===== config.mk =====
export PLATFORM = sky130hd
export DESIGN_NAME = fifo_sc_flat
export DESIGN_NICKNAME = d
export VERILOG_FILES = /design/src/rtl/fifo_sc_if.sv /design/src/rtl/fifo_sc.sv /design/src/flat_wrapper.sv
export SDC_FILE = /design/constraint.sdc
export NUM_CORES = 1
export LEC_CHECK = 0
export ABC_AREA = 1
export BUFFER_PORTS_ARGS = -buffer_cell sky130_fd_sc_hd__buf_2
export CORE_MARGIN = 1.5
export CORE_UTILIZATION = 55
export DETAILED_ROUTE_END_ITERATION = 10
export GPL_ROUTABILITY_DRIVEN = 1
export PLACE_DENSITY = 0.76
export SKIP_LAST_GASP = 1
export SYNTH_ARGS = -nofsm -noshare
export SYNTH_HDL_FRONTEND = slang
export SYNTH_SLANG_ARGS = --single-unit

===== constraint.sdc =====
create_clock -name clk -period 2.1 [get_ports clk]
set_input_delay 0.21 -clock clk [delete_from_list [all_inputs] [get_ports clk]]
set_output_delay 0.21 -clock clk [all_outputs]
set_load 0.02 [all_outputs]

===== src/rtl/fifo_sc_if.sv =====
// fifo_sc_if: handshake, data and status bundle between a producer/consumer
// (master) and the single-clock FIFO (slave). Clock and reset stay plain ports.
interface fifo_sc_if #(
    parameter int W = 8,
    parameter int N = 4
);
    logic         clr;
    logic         we;
    logic [W-1:0] wd;
    logic         re;
    logic [W-1:0] rd;
    logic         rempty;
    logic         wfull;
    logic [N:0]   usedw;
    logic         almost_full;
    logic         almost_empty;
    logic         overflow;
    logic         underflow;

    modport master (
        output clr, we, wd, re,
        input  rd, rempty, wfull, usedw, almost_full, almost_empty, overflow, underflow
    );

    modport slave (
        input  clr, we, wd, re,
        output rd, rempty, wfull, usedw, almost_full, almost_empty, overflow, underflow
    );
endinterface


===== src/rtl/fifo_sc.sv =====
// fifo_sc: single-clock synchronous FIFO, 2**N words of W bits, with fill
// level, almost-full/almost-empty flags, synchronous flush and sticky
// overflow/underflow flags. All status outputs are registered.
// Optional build macro FIFO_SHOWAHEAD_EN selects first-word-fall-through:
// rd presents the head word whenever the FIFO is non-empty.
module fifo_sc #(
    parameter int W  = 8,
    parameter int N  = 4,
    parameter int AF = (2 ** N) - 2,
    parameter int AE = 1
) (
    input  logic     clk,
    input  logic     rst_n,
    fifo_sc_if.slave bus
);
    localparam int         D    = 2 ** N;
    localparam logic [N:0] AF_V = AF[N:0];
    localparam logic [N:0] AE_V = AE[N:0];

    logic [W-1:0] mem [D];

    logic [N:0]   wptr_q, wptr_d;
    logic [N:0]   rptr_q, rptr_d;
    logic [N:0]   usedw_q, usedw_d;
    logic         rempty_q, rempty_d;
    logic         wfull_q, wfull_d;
    logic         af_q, af_d;
    logic         ae_q, ae_d;
    logic         ovf_q, ovf_d;
    logic         udf_q, udf_d;
    logic [W-1:0] rd_q, rd_d;

    logic wa;
    logic ra;

    // Accept decisions; a flush cycle ignores both requests entirely.
    assign wa = bus.we & ~wfull_q  & ~bus.clr;
    assign ra = bus.re & ~rempty_q & ~bus.clr;

    // Next-state: pointers, level, flags and read data, all from registered state.
    always_comb begin
        // NOTE: every variable gets a default first so no path leaves it unassigned (no latch).
        wptr_d = wptr_q;
        rptr_d = rptr_q;
        rd_d   = rd_q;
        ovf_d  = ovf_q | (bus.we & wfull_q  & ~bus.clr);
        udf_d  = udf_q | (bus.re & rempty_q & ~bus.clr);

        if (bus.clr) begin
            wptr_d = '0;
            rptr_d = '0;
        end else begin
            wptr_d = wptr_q + {{N{1'b0}}, wa};
            rptr_d = rptr_q + {{N{1'b0}}, ra};
        end

        // Pointer difference modulo 2*D is the fill level, 0..D.
        usedw_d  = wptr_d - rptr_d;
        rempty_d = (wptr_d == rptr_d);
        wfull_d  = (wptr_d[N-1:0] == rptr_d[N-1:0]) && (wptr_d[N] != rptr_d[N]);
        af_d     = (usedw_d >= AF_V);
        ae_d     = (usedw_d <= AE_V);

`ifdef FIFO_SHOWAHEAD_EN
        // Output stage tracks the next head word. When that word is being
        // written on this same edge, it is bypassed from wd.
        if (!bus.clr) begin
            if (wa && (rptr_d[N-1:0] == wptr_q[N-1:0])) begin
                rd_d = bus.wd;
            end else if (!rempty_d) begin
                rd_d = mem[rptr_d[N-1:0]];
            end
        end
`else
        if (ra) begin
            rd_d = mem[rptr_q[N-1:0]];
        end
`endif
    end

    // State register with synchronous active-low reset taking priority.
    always_ff @(posedge clk) begin
        // NOTE: sequential state uses non-blocking assignments so all registers update together.
        if (!rst_n) begin
            wptr_q   <= '0;
            rptr_q   <= '0;
            usedw_q  <= '0;
            rempty_q <= 1'b1;
            wfull_q  <= 1'b0;
            af_q     <= (AF_V == '0);
            ae_q     <= 1'b1;
            ovf_q    <= 1'b0;
            udf_q    <= 1'b0;
            rd_q     <= '0;
        end else begin
            wptr_q   <= wptr_d;
            rptr_q   <= rptr_d;
            usedw_q  <= usedw_d;
            rempty_q <= rempty_d;
            wfull_q  <= wfull_d;
            af_q     <= af_d;
            ae_q     <= ae_d;
            ovf_q    <= ovf_d;
            udf_q    <= udf_d;
            rd_q     <= rd_d;
        end
    end

    // Storage array write port.
    always_ff @(posedge clk) begin
        // NOTE: the array has no reset so it maps onto RAM; emptiness is tracked by the pointers.
        if (rst_n && wa) begin
            mem[wptr_q[N-1:0]] <= bus.wd;
        end
    end

    assign bus.rd           = rd_q;
    assign bus.rempty       = rempty_q;
    assign bus.wfull        = wfull_q;
    assign bus.usedw        = usedw_q;
    assign bus.almost_full  = af_q;
    assign bus.almost_empty = ae_q;
    assign bus.overflow     = ovf_q;
    assign bus.underflow    = udf_q;
endmodule


===== src/flat_wrapper.sv =====
// flat-port wrapper written by rule: the top's interface ports become plain ports
module fifo_sc_flat 
#(
    parameter int W  = 8,
    parameter int N  = 4,
    parameter int AF = (2 ** N) - 2,
    parameter int AE = 1
)
  (clk, rst_n, bus_clr, bus_we, bus_wd, bus_re, bus_rd, bus_rempty, bus_wfull, bus_usedw, bus_almost_full, bus_almost_empty, bus_overflow, bus_underflow);
  fifo_sc_if #(.W(W), .N(N)) bus_i ();
  input  logic clk;
  input  logic rst_n;
  input wire logic [$bits(bus_i.clr)-1:0] bus_clr;
  input wire logic [$bits(bus_i.we)-1:0] bus_we;
  input wire logic [$bits(bus_i.wd)-1:0] bus_wd;
  input wire logic [$bits(bus_i.re)-1:0] bus_re;
  output wire logic [$bits(bus_i.rd)-1:0] bus_rd;
  output wire logic [$bits(bus_i.rempty)-1:0] bus_rempty;
  output wire logic [$bits(bus_i.wfull)-1:0] bus_wfull;
  output wire logic [$bits(bus_i.usedw)-1:0] bus_usedw;
  output wire logic [$bits(bus_i.almost_full)-1:0] bus_almost_full;
  output wire logic [$bits(bus_i.almost_empty)-1:0] bus_almost_empty;
  output wire logic [$bits(bus_i.overflow)-1:0] bus_overflow;
  output wire logic [$bits(bus_i.underflow)-1:0] bus_underflow;
  assign bus_i.clr = bus_clr;
  assign bus_i.we = bus_we;
  assign bus_i.wd = bus_wd;
  assign bus_i.re = bus_re;
  assign bus_rd = bus_i.rd;
  assign bus_rempty = bus_i.rempty;
  assign bus_wfull = bus_i.wfull;
  assign bus_usedw = bus_i.usedw;
  assign bus_almost_full = bus_i.almost_full;
  assign bus_almost_empty = bus_i.almost_empty;
  assign bus_overflow = bus_i.overflow;
  assign bus_underflow = bus_i.underflow;
  fifo_sc #(.W(W), .N(N), .AF(AF), .AE(AE)) u_core (.clk(clk), .rst_n(rst_n), .bus(bus_i));
endmodule

# Word level (Yosys, flattened, before mapping)
# Memories as Yosys holds them, arrays and structs flattened. A register that Yosys moved wholly into a read port is not among the register bits.
# Cells that the tools add are included.
# Widths: inputs -> output; s select.
[word_totals] memories=1 inputBits=13 regBits=21 output_inout_bits=19 word_cells=38 ram_bits=128
[mem_list] memory="u_core.mem" depth=16 word_bits=8 read_ports=1 rd_clocked_by_memory_dff=1 write_ports=1 line_no="fifo_sc.sv:20" source="logic [W-1:0] mem [D];"
[op_classes] n_eq_ne=3 n_reduce_logical=3 n_addsub=3 n_lt_le_gt_ge=2 mux=4 bitwise=13
[op_table] cell="$add 5x1->5" count=2
[op_table] cell="$mux 5" count=2
[op_table] cell="$and 1x1->1" count=8
[op_table] cell="$eq 5x5->1" count=1
[op_table] cell="$ge 5x4->1 const B" count=1
[op_table] cell="$le 5x1->1 const B" count=1
[op_table] cell="$sub 5x5->5" count=1
[op_table] cell="$eq 4x4->1" count=1
[op_table] cell="$not 1->1" count=3
[op_table] cell="$logic_and 1x1->1" count=2
[op_table] cell="$mux 1" count=2
[op_table] cell="$or 1x1->1" count=2
[op_table] cell="$logic_not 1->1" count=1
[op_table] cell="$ne 1x1->1" count=1

# Logic depth before layout (Yosys ltp)
# Gate-level depths: netlist (run 1).
[depth] depth_word=7 mapped_depth=16 ltp_nobuf=15

# Worst setup path before layout (run 1)
# No wires, ideal clock.
[synth_path] path_kind="reg-to-reg" startpoint="register u_core.rempty_q, in the netlist u_core.bus.rempty" endpoint="register u_core.af_q, in the netlist u_core.bus.almost_full" path_buffers=1 period_less_slack_ps=2446 path_stages_with_launch=13 setup_ps=114 path_slack_ps=-346 t_required_ps=1986 arrival_ps=2332 cell_sequence="dfxtp_1 -> nor2_4 -> buf_4 -> ha_1 -> ha_1 -> nand2_1 -> fa_1 -> a21o_1 -> a21o_1 -> nand3_1 -> nand2_1 -> nand2_1 -> nand2_1"
[synth_via] elab_chain_cells=7
[synth_lines] item="start, declared" line_no="fifo_sc.sv:25" source="logic rempty_q, rempty_d;"
[synth_lines] item="start signal, assigned" line_no="fifo_sc.sv:99" source="rempty_q <= rempty_d;"
[synth_lines] item="$not 1->1" line_no="fifo_sc.sv:38" source="assign ra = bus.re & ~rempty_q & ~bus.clr;"
[synth_lines] item="$and 1x1->1 (2 in a row)" line_no="fifo_sc.sv:38"
[synth_lines] item="net u_core.ra" line_no="fifo_sc.sv:34" source="logic ra;"
[synth_lines] item="$add 5x1->5" line_no="fifo_sc.sv:54" source="rptr_d = rptr_q + {{N{1'b0}}, ra};"
[synth_lines] item="$mux 5" line_no="fifo_sc.sv:49" source="if (bus.clr) begin"
[synth_lines] item="$sub 5x5->5" line_no="fifo_sc.sv:58" source="usedw_d = wptr_d - rptr_d;"
[synth_lines] item="$ge 5x4->1" line_no="fifo_sc.sv:61" source="af_d = (usedw_d >= AF_V);"
[synth_lines] item="end signal, assigned" line_no="fifo_sc.sv:90" source="af_q <= (AF_V == '0);"
[synth_lines] item="end, declared" line_no="fifo_sc.sv:27" source="logic af_q, af_d;"
# The timed path passes the listed nets, and every way through them passes these cells.
# A chain may end at the register's enable or synchronous reset.

# Worst setup path after layout (run 1)
[layout_path] startpoint="register u_core.wfull_q, in the netlist u_core.bus.wfull" endpoint="register u_core.af_q, in the netlist u_core.bus.almost_full"
[layout_via] elab_chain_cells=7
[layout_lines] item="start, declared" line_no="fifo_sc.sv:26" source="logic wfull_q, wfull_d;"
[layout_lines] item="start signal, assigned" line_no="fifo_sc.sv:100" source="wfull_q <= wfull_d;"
[layout_lines] item="$not 1->1" line_no="fifo_sc.sv:37" source="assign wa = bus.we & ~wfull_q & ~bus.clr;"
[layout_lines] item="$and 1x1->1 (2 in a row)" line_no="fifo_sc.sv:37"
[layout_lines] item="$add 5x1->5" line_no="fifo_sc.sv:53" source="wptr_d = wptr_q + {{N{1'b0}}, wa};"
[layout_lines] item="$mux 5" line_no="fifo_sc.sv:49"
[layout_lines] item="net u_core.wptr_d[2]" line_no="fifo_sc.sv:22" source="logic [N:0] wptr_q, wptr_d;"
[layout_lines] item="$sub 5x5->5" line_no="fifo_sc.sv:58"
[layout_lines] item="$ge 5x4->1" line_no="fifo_sc.sv:61"
# The timed path passes the listed nets, and every way through them passes these cells.

==> flow_metrics.tcl, run 1 <==
set metrics [dict create \
    synth_top_area_frac 0.5763 \
    htreeDepth 4 \
    dpl_worst_slack_ps -258.4 \
    ant_nets 0 \
    grt_pass1_vias 4469 \
    clock_skew_ps 7.395 \
    overflow 0 \
    yosysMostFrequentCell "edfxtp_1" \
    syn_inst 599 \
    p_per_area_nw_per_um2 844.4 \
    setup_slack_ps -84.17 \
    synthTopCellsByArea "edfxtp_1, dfxtp_1, nor2_1, nand3_1, nand2_1" \
    drv_slew 0 \
    rows 40 \
    fin_crit_ps 2184 \
    path_delay_family "simple AND/OR/NAND/NOR gates" \
    grt_antenna_before_repair 0 \
    root_buffer "clkbuf_16" \
    r2r_cells 12 \
    cp-start-kind "flip-flop" \
    worstMarginPinSlew_ps 417.8 \
    ys_types 33 \
    violations "setup timing" \
    synth_edf_count 128 \
    drc 0 \
    fin_nets 688 \
    drive_above_1_share 0.2297 \
    hold_class "in -> reg" \
    clock_sinks 157 \
    yosysTopAreaCell "edfxtp_1" \
    syn_avg_cell_area_um2 11.14 \
    required_ps 2410 \
    leakage_nw 3.107 \
    chipWidth_um 113.1 \
    dp_hpwl_um 9041 \
    cpMostUsedCell "nand2_1" \
    yosysSeqAreaShare 0.6633 \
    cts_tree "built" \
    initial_core_util 0.5600 \
    critPathCaptureType "flip-flop" \
    setup_violations 3 \
    fin_crit_sh 1.040 \
    die_y_um 113.1 \
    slew_headroom 0.7214 \
    cts_made_buffers 17 \
    crit_chain "nor3_2 -> ha_2 -> ha_4 -> nor2_1 -> nor3_2 -> ha_4 -> a21o_1 -> a21o_1 -> nand3_1 -> nand2_1 -> nand2_1 -> nand2_1" \
    crit_slowest_cell "dfxtp_2" \
    ys_top_cells_by_count "edfxtp_1, nor2_1, nand2_1" \
    syn_area_um2 6670 \
    ir_drop_v 0.0006392 \
    drt-total-wl_um 15350 \
    ys_warn_count 0 \
    ctsHoldBuffers 0 \
    dp_cells 787 \
    status "finished with violations" \
    viasPerCell 5.700 \
    ys.flop_type "edfxtp_1" \
    synth-seq-cells 157 \
    io_buffers 31 \
    grt.total_usage 0.2475 \
    cts.clk_slew.worst_paths_ps 60 \
    vias 4708 \
    worstSetupPathType "reg -> reg" \
    critPathBufInv 0 \
    finalHoldViolCount 0 \
    place.gp.congestion 0.8178 \
    fin_hold_ws_ps 66.13 \
    drt_iter0_drc 645 \
    dieArea_um2 12800 \
    diodes 0 \
    arrival_ps 2500 \
    grt_pass1_wl_um 23680 \
    maxCapViolCount 0 \
    fin_cells 826 \
    p_total_w 0.006714 \
    insertion_delay_ps 420 \
    nFillCells 820 \
    grt_max_degree 87 \
    critPathMaxFanout 5 \
    fp.coreArea_um2 11910 \
    area_growth_pct 19.21 \
    wl_per_cell_um 18.58 \
    slowest_delay_ps 330 \
    finish.utilization 0.6675 \
    clk_path_buf_depth 2 \
    max_freq_mhz 457.8 \
    cp.depth 12 \
    rsz0062_at_grt "true" \
    min_path_cells 3 \
    async_flop_share 0 \
    syn-num-nets 621 \
    io_pins 32 \
    dr.pass1.iters 5 \
]
[metrics by stage]
| stage | cell area, µm² | TNS [ps] |
|---|---|---|
| 3_3_place_gp | 7156 | -247.2 |
| 4_1_cts | 7894 | -28.61 |
| 6_report | 7951 | -192.9 |
| 3_5_place_dp | 7156 | -904.3 |
| 2_1_floorplan | 6713 | -170.5 |
| 5_1_grt | 7951 | -492.6 |
[repair_timing]
| item | in CTS | in global routing |
|---|---|---|
| pin swaps | 12 | 5 |
| gates resized for setup | 16 | 8 |
| gates cloned | 0 | 0 |
| setup endpoints to repair | 5 | 7 |
| hold endpoints to repair | 0 | 0 |
| buffers inserted | 5 | 2 |
[cell families (layout without fill, tap and decap cells)]
family | Yosys count | in the layout | synth area share
XOR/XNOR | 2 | 2 | 0.002627
AND/OR/NAND/NOR | 275 | 275 | 0.1745
flip-flops | 157 | 157 | 0.6633
AO/OA/AOI/OAI | 76 | 76 | 0.08141
adder cells (fa/ha/maj) | 9 | 9 | 0.01801
buffers and inverters | 80 | 160 | 0.06021
[layout make-up]
type / count / area, µm² / area share
inverters: 51 / 198.9 / 0.02502
multi-input cells: 362 / 1982 / 0.2493
clock buffers: 23 / 541.8 / 0.06814
clock inverters: 9 / 88.84 / 0.01117
well taps: 147 / 183.9 / 0.02313
flip-flops and latches: 157 / 4431 / 0.5572
repair buffers: 77 / 525.5 / 0.06609
[report_power, final]
part | internal (W) | leakage, nW | switching (W)
registers | 0.00337 | 1.39 | 0.00000687
logic | 0.0000526 | 1.40 | 0.000125
clock network | 0.00195 | 0.319 | 0.00120
[path summary, 6_finish.rpt]
check	startpoint	end	slack, ps
setup / recovery	u_core.bus.wfull$_SDFF_PN0_	u_core.bus.almost_full$_SDFF_PN0_	-80
hold reg to reg	u_core.bus.overflow$_SDFF_PN0_	u_core.bus.overflow$_SDFF_PN0_	470
hold / removal	bus_we	u_core.bus.overflow$_SDFF_PN0_	70
setup reg to reg	u_core.bus.wfull$_SDFF_PN0_	u_core.bus.almost_full$_SDFF_PN0_	-80
[worst min-delay path, delay by kind of cell]
family,cells,cell delay [ps]
buffers and inverters,1,90
AO/OA/AOI/OAI,1,80
AND/OR/NAND/NOR,1,70
[sequential cells by signal, summed over array words and instances (netlist names)]
signal,count
u_core.bus.almost_empty,1
u_core.bus.almost_full,1
u_core.bus.overflow,1
u_core.bus.rd,8
u_core.bus.rempty,1
u_core.bus.underflow,1
u_core.bus.usedw,5
u_core.bus.wfull,1
u_core.mem,128
u_core.rptr_q,5
u_core.wptr_q,5
[per-layer routing]
metal | vias to the layer above | global-route usage | part of all wire
li1 | 2206 | - | -
met1 | 2241 | 0.3148 | 0.40
met2 | 225 | 0.4206 | 0.50
met3 | 36 | 0.05731 | 0.072
met4 | 0 | 0.08500 | 0.024
met5 | - | 0 | 0
[placed cells by master, fill, tap and decap left out, types with 2 or more instances in the layout]
master	n
ha_4	5
clkbuf_8	3
inv_4	7
buf_2	31
buf_4	44
buf_12	2
a21o_1	2
nor3_1	2
edfxtp_1	128
nand3_1	66
dfxtp_1	26
nand2_2	2
nand2_1	86
nor2_4	3
o211ai_1	5
dfxtp_2	2
nand4_1	3
inv_2	4
o211ai_2	16
clkbuf_16	20
a21oi_1	3
inv_1	43
o21ai_1	10
nor3_2	2
a31oi_1	2
o21a_1	8
nor2_1	104
o21ai_0	28
nor4_1	2
ha_2	2
Power figures use the tool's default switching activity.
==> run 2: changes to the inputs <==
--- a/config.mk
+++ b/config.mk
@@ -9,6 +9,7 @@
 export BUFFER_PORTS_ARGS = -buffer_cell sky130_fd_sc_hd__buf_2
 export CORE_MARGIN = 1.5
 export CORE_UTILIZATION = 55
+export CTS_CLUSTER_DIAMETER = 60
 export DETAILED_ROUTE_END_ITERATION = 10
 export GPL_ROUTABILITY_DRIVEN = 1
 export PLACE_DENSITY = 0.76
@@ -16,3 +17,4 @@
 export SYNTH_ARGS = -nofsm -noshare
 export SYNTH_HDL_FRONTEND = slang
 export SYNTH_SLANG_ARGS = --single-unit
+export TNS_END_PERCENT = 20
==> flow_metrics.tcl, run 2 (same netlist as run 1, synthesis figures left out) <==
set metrics [dict create \
    status "finished with violations" \
    violations "setup timing" \
    area_growth_pct 17.45 \
    cts.clk_slew.worst_paths_ps 60 \
    critPathBufInv 1 \
    finish.utilization 0.6577 \
    postCtsSetupBuffers 0 \
    ff2ff_setup_slack_ps -120 \
    dr.pass1.iters 5 \
    setup_violations 3 \
    dieArea_um2 12800 \
    final_cell_mix "edfxtp_1, nor2_1, nand2_1" \
    clkPwrFrac 0.459 \
    drt_iter0_drc 516 \
    worstMarginPinSlew_ps 442.2 \
    drive_above_1_share 0.2196 \
    viasPerCell 5.533 \
    rr_endpoint "u_core.bus.almost_full$_SDFF_PN0_" \
    critPathCaptureType "flip-flop" \
    p_sw_frac 0.1965 \
    dp_hpwl_um 9053 \
    switchingPower_w 0.001290 \
    path_delay_family "adder cells" \
    fp.coreArea_um2 11910 \
    io_buffers 31 \
    grt_max_degree 87 \
    clock_sinks 157 \
    crit_slowest_cell "fa_2" \
    place.gp.congestion 0.7959 \
    nFillCells 842 \
    slowest_delay_ps 390 \
    initial_core_util 0.5600 \
    chipWidth_um 113.1 \
    fin_crit_sh 1.055 \
    min_path_cells 3 \
    r2r_cells 12 \
    cts_tree "built" \
    die_y_um 113.1 \
    final_common_cell "edfxtp_1" \
    crit_chain "nor3_2 -> ha_2 -> nand2_2 -> ha_2 -> inv_2 -> fa_2 -> a21o_1 -> a21o_1 -> nand3_2 -> nand2_2 -> nand2_2 -> nand2_1" \
    drc 0 \
    max_freq_mhz 451.4 \
    fin_crit_ps 2215 \
    cp-start-kind "flip-flop" \
    insertion_delay_ps 420 \
    rsz0062_at_grt "true" \
    intPower_w 0.005274 \
    holdPathEnd "u_core.bus.underflow$_SDFF_PN0_" \
    p_per_area_nw_per_um2 837.8 \
    grt_antenna_before_repair 0 \
    ant_nets 0 \
    io_pins 32 \
    clock_skew_ps 3.480 \
    r2r_start "u_core.bus.wfull$_SDFF_PN0_" \
    root_buffer "clkbuf_16" \
    wl_per_cell_um 17.75 \
    pwr-share-seq 0.515 \
    drv_slew 0 \
    htreeDepth 4 \
    grt_pass1_vias 4504 \
    setup_slack_ps -115.2 \
    pwr-share-comb 0.026 \
    grt_pass1_wl_um 22930 \
    ir_drop_v 0.0007754 \
    finalHoldViolCount 0 \
    critPathMaxFanout 2 \
    clk_path_buf_depth 2 \
    fin_nets 683 \
    cpMostUsedCell "nand2_2" \
    leakage_nw 3.033 \
    hold_class "in -> reg" \
    p_total_w 0.006564 \
    hold_path_startpoint "bus_re" \
    worstSetupPathType "reg -> reg" \
    cts_made_buffers 17 \
    rows 40 \
    required_ps 2420 \
    maxCapViolCount 0 \
    drt-total-wl_um 14580 \
    vias 4543 \
    grt.total_usage 0.2403 \
    slew_headroom 0.7052 \
    arrival_ps 2530 \
    diodes 0 \
    largest_reg_flops 128 \
    overflow 0 \
]
## run 2: changes by cell type in the layout (fill, tap and decap cells not counted), moves of 4 or more
cell,previous run,this run
clkinv_1,1,6
clkinvlp_4,0,4
inv_4,7,1
buf_4,44,39
## run 2: cell type report
type | count | area [µm²] | area share
Clock buffer | 19 | 432.9 | 0.05526
Inverter | 51 | 193.9 | 0.02476
Clock inverter | 13 | 147.6 | 0.01885
Sequential cell | 157 | 4431 | 0.5656
Timing Repair Buffer | 72 | 488.0 | 0.06229
Multi-Input combinational cell | 362 | 1957 | 0.2498
Tap cell | 147 | 183.9 | 0.02348
## run 2: how the worst max path moves through the flow
| stage | slack (ps) | to | cells past startpoint | start |
|---|---|---|---|---|
| detailed placement | -170 | u_core.bus.almost_full$_SDFF_PN0_ | 15 | bus_clr |
| finish | -120 | u_core.bus.almost_full$_SDFF_PN0_ | 12 | u_core.bus.wfull$_SDFF_PN0_ |
| CTS | 5 | u_core.bus.almost_full$_SDFF_PN0_ | 13 | u_core.bus.rempty$_SDFF_PN1_ |
| global route | -230 | u_core.bus.almost_empty$_SDFF_PN1_ | 12 | u_core.bus.wfull$_SDFF_PN0_ |
| global placement | -120 | u_core.bus.almost_full$_SDFF_PN0_ | 13 | bus_clr |
| floorplan | -90 | u_core.bus.almost_full$_SDFF_PN0_ | 13 | u_core.bus.rempty$_SDFF_PN1_ |
## run 2: tightest hold or removal path, cell delays in order
cell	delay, ps
buf_2	100
a31oi_1	80
nor2_1	70
## run 2: power groups by stage
stage	sequential, W	combinational (W)	clock, W
finish	0.00338	0.000169	0.00301
global route	0.00338	0.000183	0.00316
CTS	0.00338	0.000164	0.00303
detailed placement	0.00345	0.000159	0
global placement	0.00345	0.000155	0
floorplan	0.00346	0.0000619	0
## run 2: timing repair
item	in CTS	in global routing
resized for setup	10	16
endpoints found under the setup margin	3	5
pin swaps	6	10
hold buffers	0	0
## run 2: through the flow
stage / std cells / cell area (µm²) / setup WS (ps) / hold slack [ps] / setup TNS [ps]
after global routing: 821 / 7834 / -233.4 / 76.92 / -780.5
final: 821 / 7834 / -115.2 / 80.10 / -324.4
after detailed placement: 789 / 7156 / -165.8 / 468.5 / -513.9
after global placement: 789 / 7156 / -116.9 / 444.6 / -269.4
after floorplan: 599 / 6698 / -94.56 / 308.9 / -220.2
after CTS: 821 / 7772 / 5.338 / 66.89 / 0
## run 2: per-layer routing
metal	up-vias	routed length, µm	GRT usage
li1	2184	-	-
met4	0	471	0.1267
met1	2168	5890	0.2986
met5	-	0	0
met3	42	747	0.04071
met2	149	7467	0.4065
==> run 3: changes to the inputs <==
--- a/config.mk
+++ b/config.mk
@@ -7,8 +7,10 @@
 export LEC_CHECK = 0
 export ABC_AREA = 1
 export BUFFER_PORTS_ARGS = -buffer_cell sky130_fd_sc_hd__buf_2
+export CELL_PAD_IN_SITES_DETAIL_PLACEMENT = 0
+export CELL_PAD_IN_SITES_GLOBAL_PLACEMENT = 2
 export CORE_MARGIN = 1.5
-export CORE_UTILIZATION = 55
+export CORE_UTILIZATION = 37
 export CTS_CLUSTER_DIAMETER = 60
 export DETAILED_ROUTE_END_ITERATION = 10
 export GPL_ROUTABILITY_DRIVEN = 1
==> flow_metrics.tcl, run 3 (same netlist as run 1, synthesis figures left out) <==
set metrics [dict create \
    dieArea_um2 18840 \
    critPathMaxFanout 3 \
    dp_hpwl_um 9760 \
    vias 4335 \
    insertion_delay_ps 420 \
    place.gp.congestion 0.8196 \
    maxCapViolCount 0 \
    cp-start-kind "flip-flop" \
    final_cell_mix "edfxtp_1, nor2_1, nand2_1" \
    finalHoldViolCount 0 \
    ant_nets 0 \
    max_freq_mhz 468.2 \
    root_buffer "clkbuf_16" \
    fin_crit_sh 1.017 \
    grt_pass1_vias 4315 \
    largest_reg_flops 128 \
    critPathCaptureType "flip-flop" \
    rsz0062_at_grt "true" \
    io_buffers 31 \
    clock_sinks 157 \
    p_per_area_nw_per_um2 832.7 \
    required_ps 2460 \
    rows 48 \
    setup_slack_ps -35.95 \
    fin_nets 693 \
    arrival_ps 2490 \
    p_total_w 0.006639 \
    slew_headroom 0.7122 \
    r2r_cells 14 \
    diodes 0 \
    cts_made_buffers 17 \
    overflow 0 \
    grt_max_degree 87 \
    worstMarginPinSlew_ps 431.8 \
    fin_crit_ps 2136 \
    area_growth_pct 19.53 \
    clock_skew_ps 7.160 \
    min_path_cells 3 \
    cts_tree "built" \
    dpl_worst_slack_ps -183.6 \
    drv_slew 0 \
    violations "setup timing" \
    drt-total-wl_um 15350 \
    drt_iter0_drc 271 \
    clk_path_buf_depth 2 \
    grt_pass1_wl_um 24070 \
    drc 0 \
    die_y_um 137.3 \
    chipWidth_um 137.3 \
    cts.clk_slew.worst_paths_ps 60 \
    final_common_cell "edfxtp_1" \
    initial_core_util 0.3817 \
    fin_hold_ws_ps 71.30 \
    grt.total_usage 0.1743 \
    fp.coreArea_um2 17480 \
    dr.pass1.iters 5 \
    finish.utilization 0.4562 \
    ctsHoldBuffers 0 \
    hold_class "in -> reg" \
    viasPerCell 4.769 \
    htreeDepth 4 \
    worstSetupPathType "reg -> reg" \
    leakage_nw 3.092 \
    setup_violations 1 \
    wl_per_cell_um 16.88 \
    setup_tns_ps -35.95 \
    io_pins 32 \
    status "finished with violations" \
    ir_drop_v 0.0005591 \
    grt_antenna_before_repair 0 \
    drive_above_1_share 0.2193 \
]
run 3: cell count changes in the layout (fill, tap and decap cells not counted), sizes merged:
| cell | previous run | this run |
|---|---|---|
| clkinvlp | 4 | 3 |
| clkbuf | 19 | 18 |
| inv | 51 | 52 |
| clkinv | 6 | 7 |
| buf | 72 | 82 |
run 3: where the power goes:
part	internal [W]	total (W)	switching, W
sequential	0.00337	0.00338	0.00000614
clock	0.00187	0.00309	0.00122
combinational	0.0000503	0.000166	0.000115
run 3: layout make-up:
| type | instances | area [µm²] |
|---|---|---|
| Clock buffer | 18 | 429.2 |
| Timing Repair Buffer | 82 | 575.6 |
| Sequential cell | 157 | 4431 |
| Inverter | 51 | 193.9 |
| Fill cell | 1619 | 9504 |
| Clock inverter | 14 | 167.7 |
| Tap cell | 225 | 281.5 |
| Multi-Input combinational cell | 362 | 1894 |
run 3: critical path, stage by stage, from the launching register on:
cell and delay (ps):
dfxtp_4 370, nor2_4 40, ha_2 180, ha_2 200, a21oi_2 160, o21ai_2 90
buf_4 140, buf_4 120, buf_4 120, buf_4 120, buf_4 120, buf_4 120
buf_4 130, buf_4 120, nor2_1 60
run 3: worst paths after layout:
kind / startpoint / end / slack (ps)
worst max-delay path: u_core.bus.rempty$_SDFF_PN1_ / u_core.rptr_q[2]$_SDFF_PN0_ / -40
worst min-delay path: bus_we / u_core.bus.overflow$_SDFF_PN0_ / 70
worst max register to register: u_core.bus.rempty$_SDFF_PN1_ / u_core.rptr_q[2]$_SDFF_PN0_ / -40
worst min register to register: u_core.bus.underflow$_SDFF_PN0_ / u_core.bus.underflow$_SDFF_PN0_ / 480
run 3: repair_timing:
action	4_1_cts	5_1_grt
setup buffers	9	0
endpoints found under the setup margin	3	7
resized for setup	7	2
pin swaps	11	2
run 3: per-stage QoR:
stage	cell area [µm²]	instances
floorplan	6698	599
global placement	7273	868
detailed placement	7273	868
CTS	7965	909
global route	7973	909
finish	7973	909
run 3: per-layer routing:
| metal | up-vias | routed length (µm) | part of all wire | track usage |
|---|---|---|---|---|
| met1 | 2056 | 7113 | 0.46 | 0.2301 |
| met5 | - | 0 | 0 | 0 |
| li1 | 2203 | - | - | - |
| met4 | 0 | 123 | 0.0080 | 0.05497 |
| met2 | 66 | 7541 | 0.49 | 0.2937 |
| met3 | 10 | 570 | 0.037 | 0.02943 |
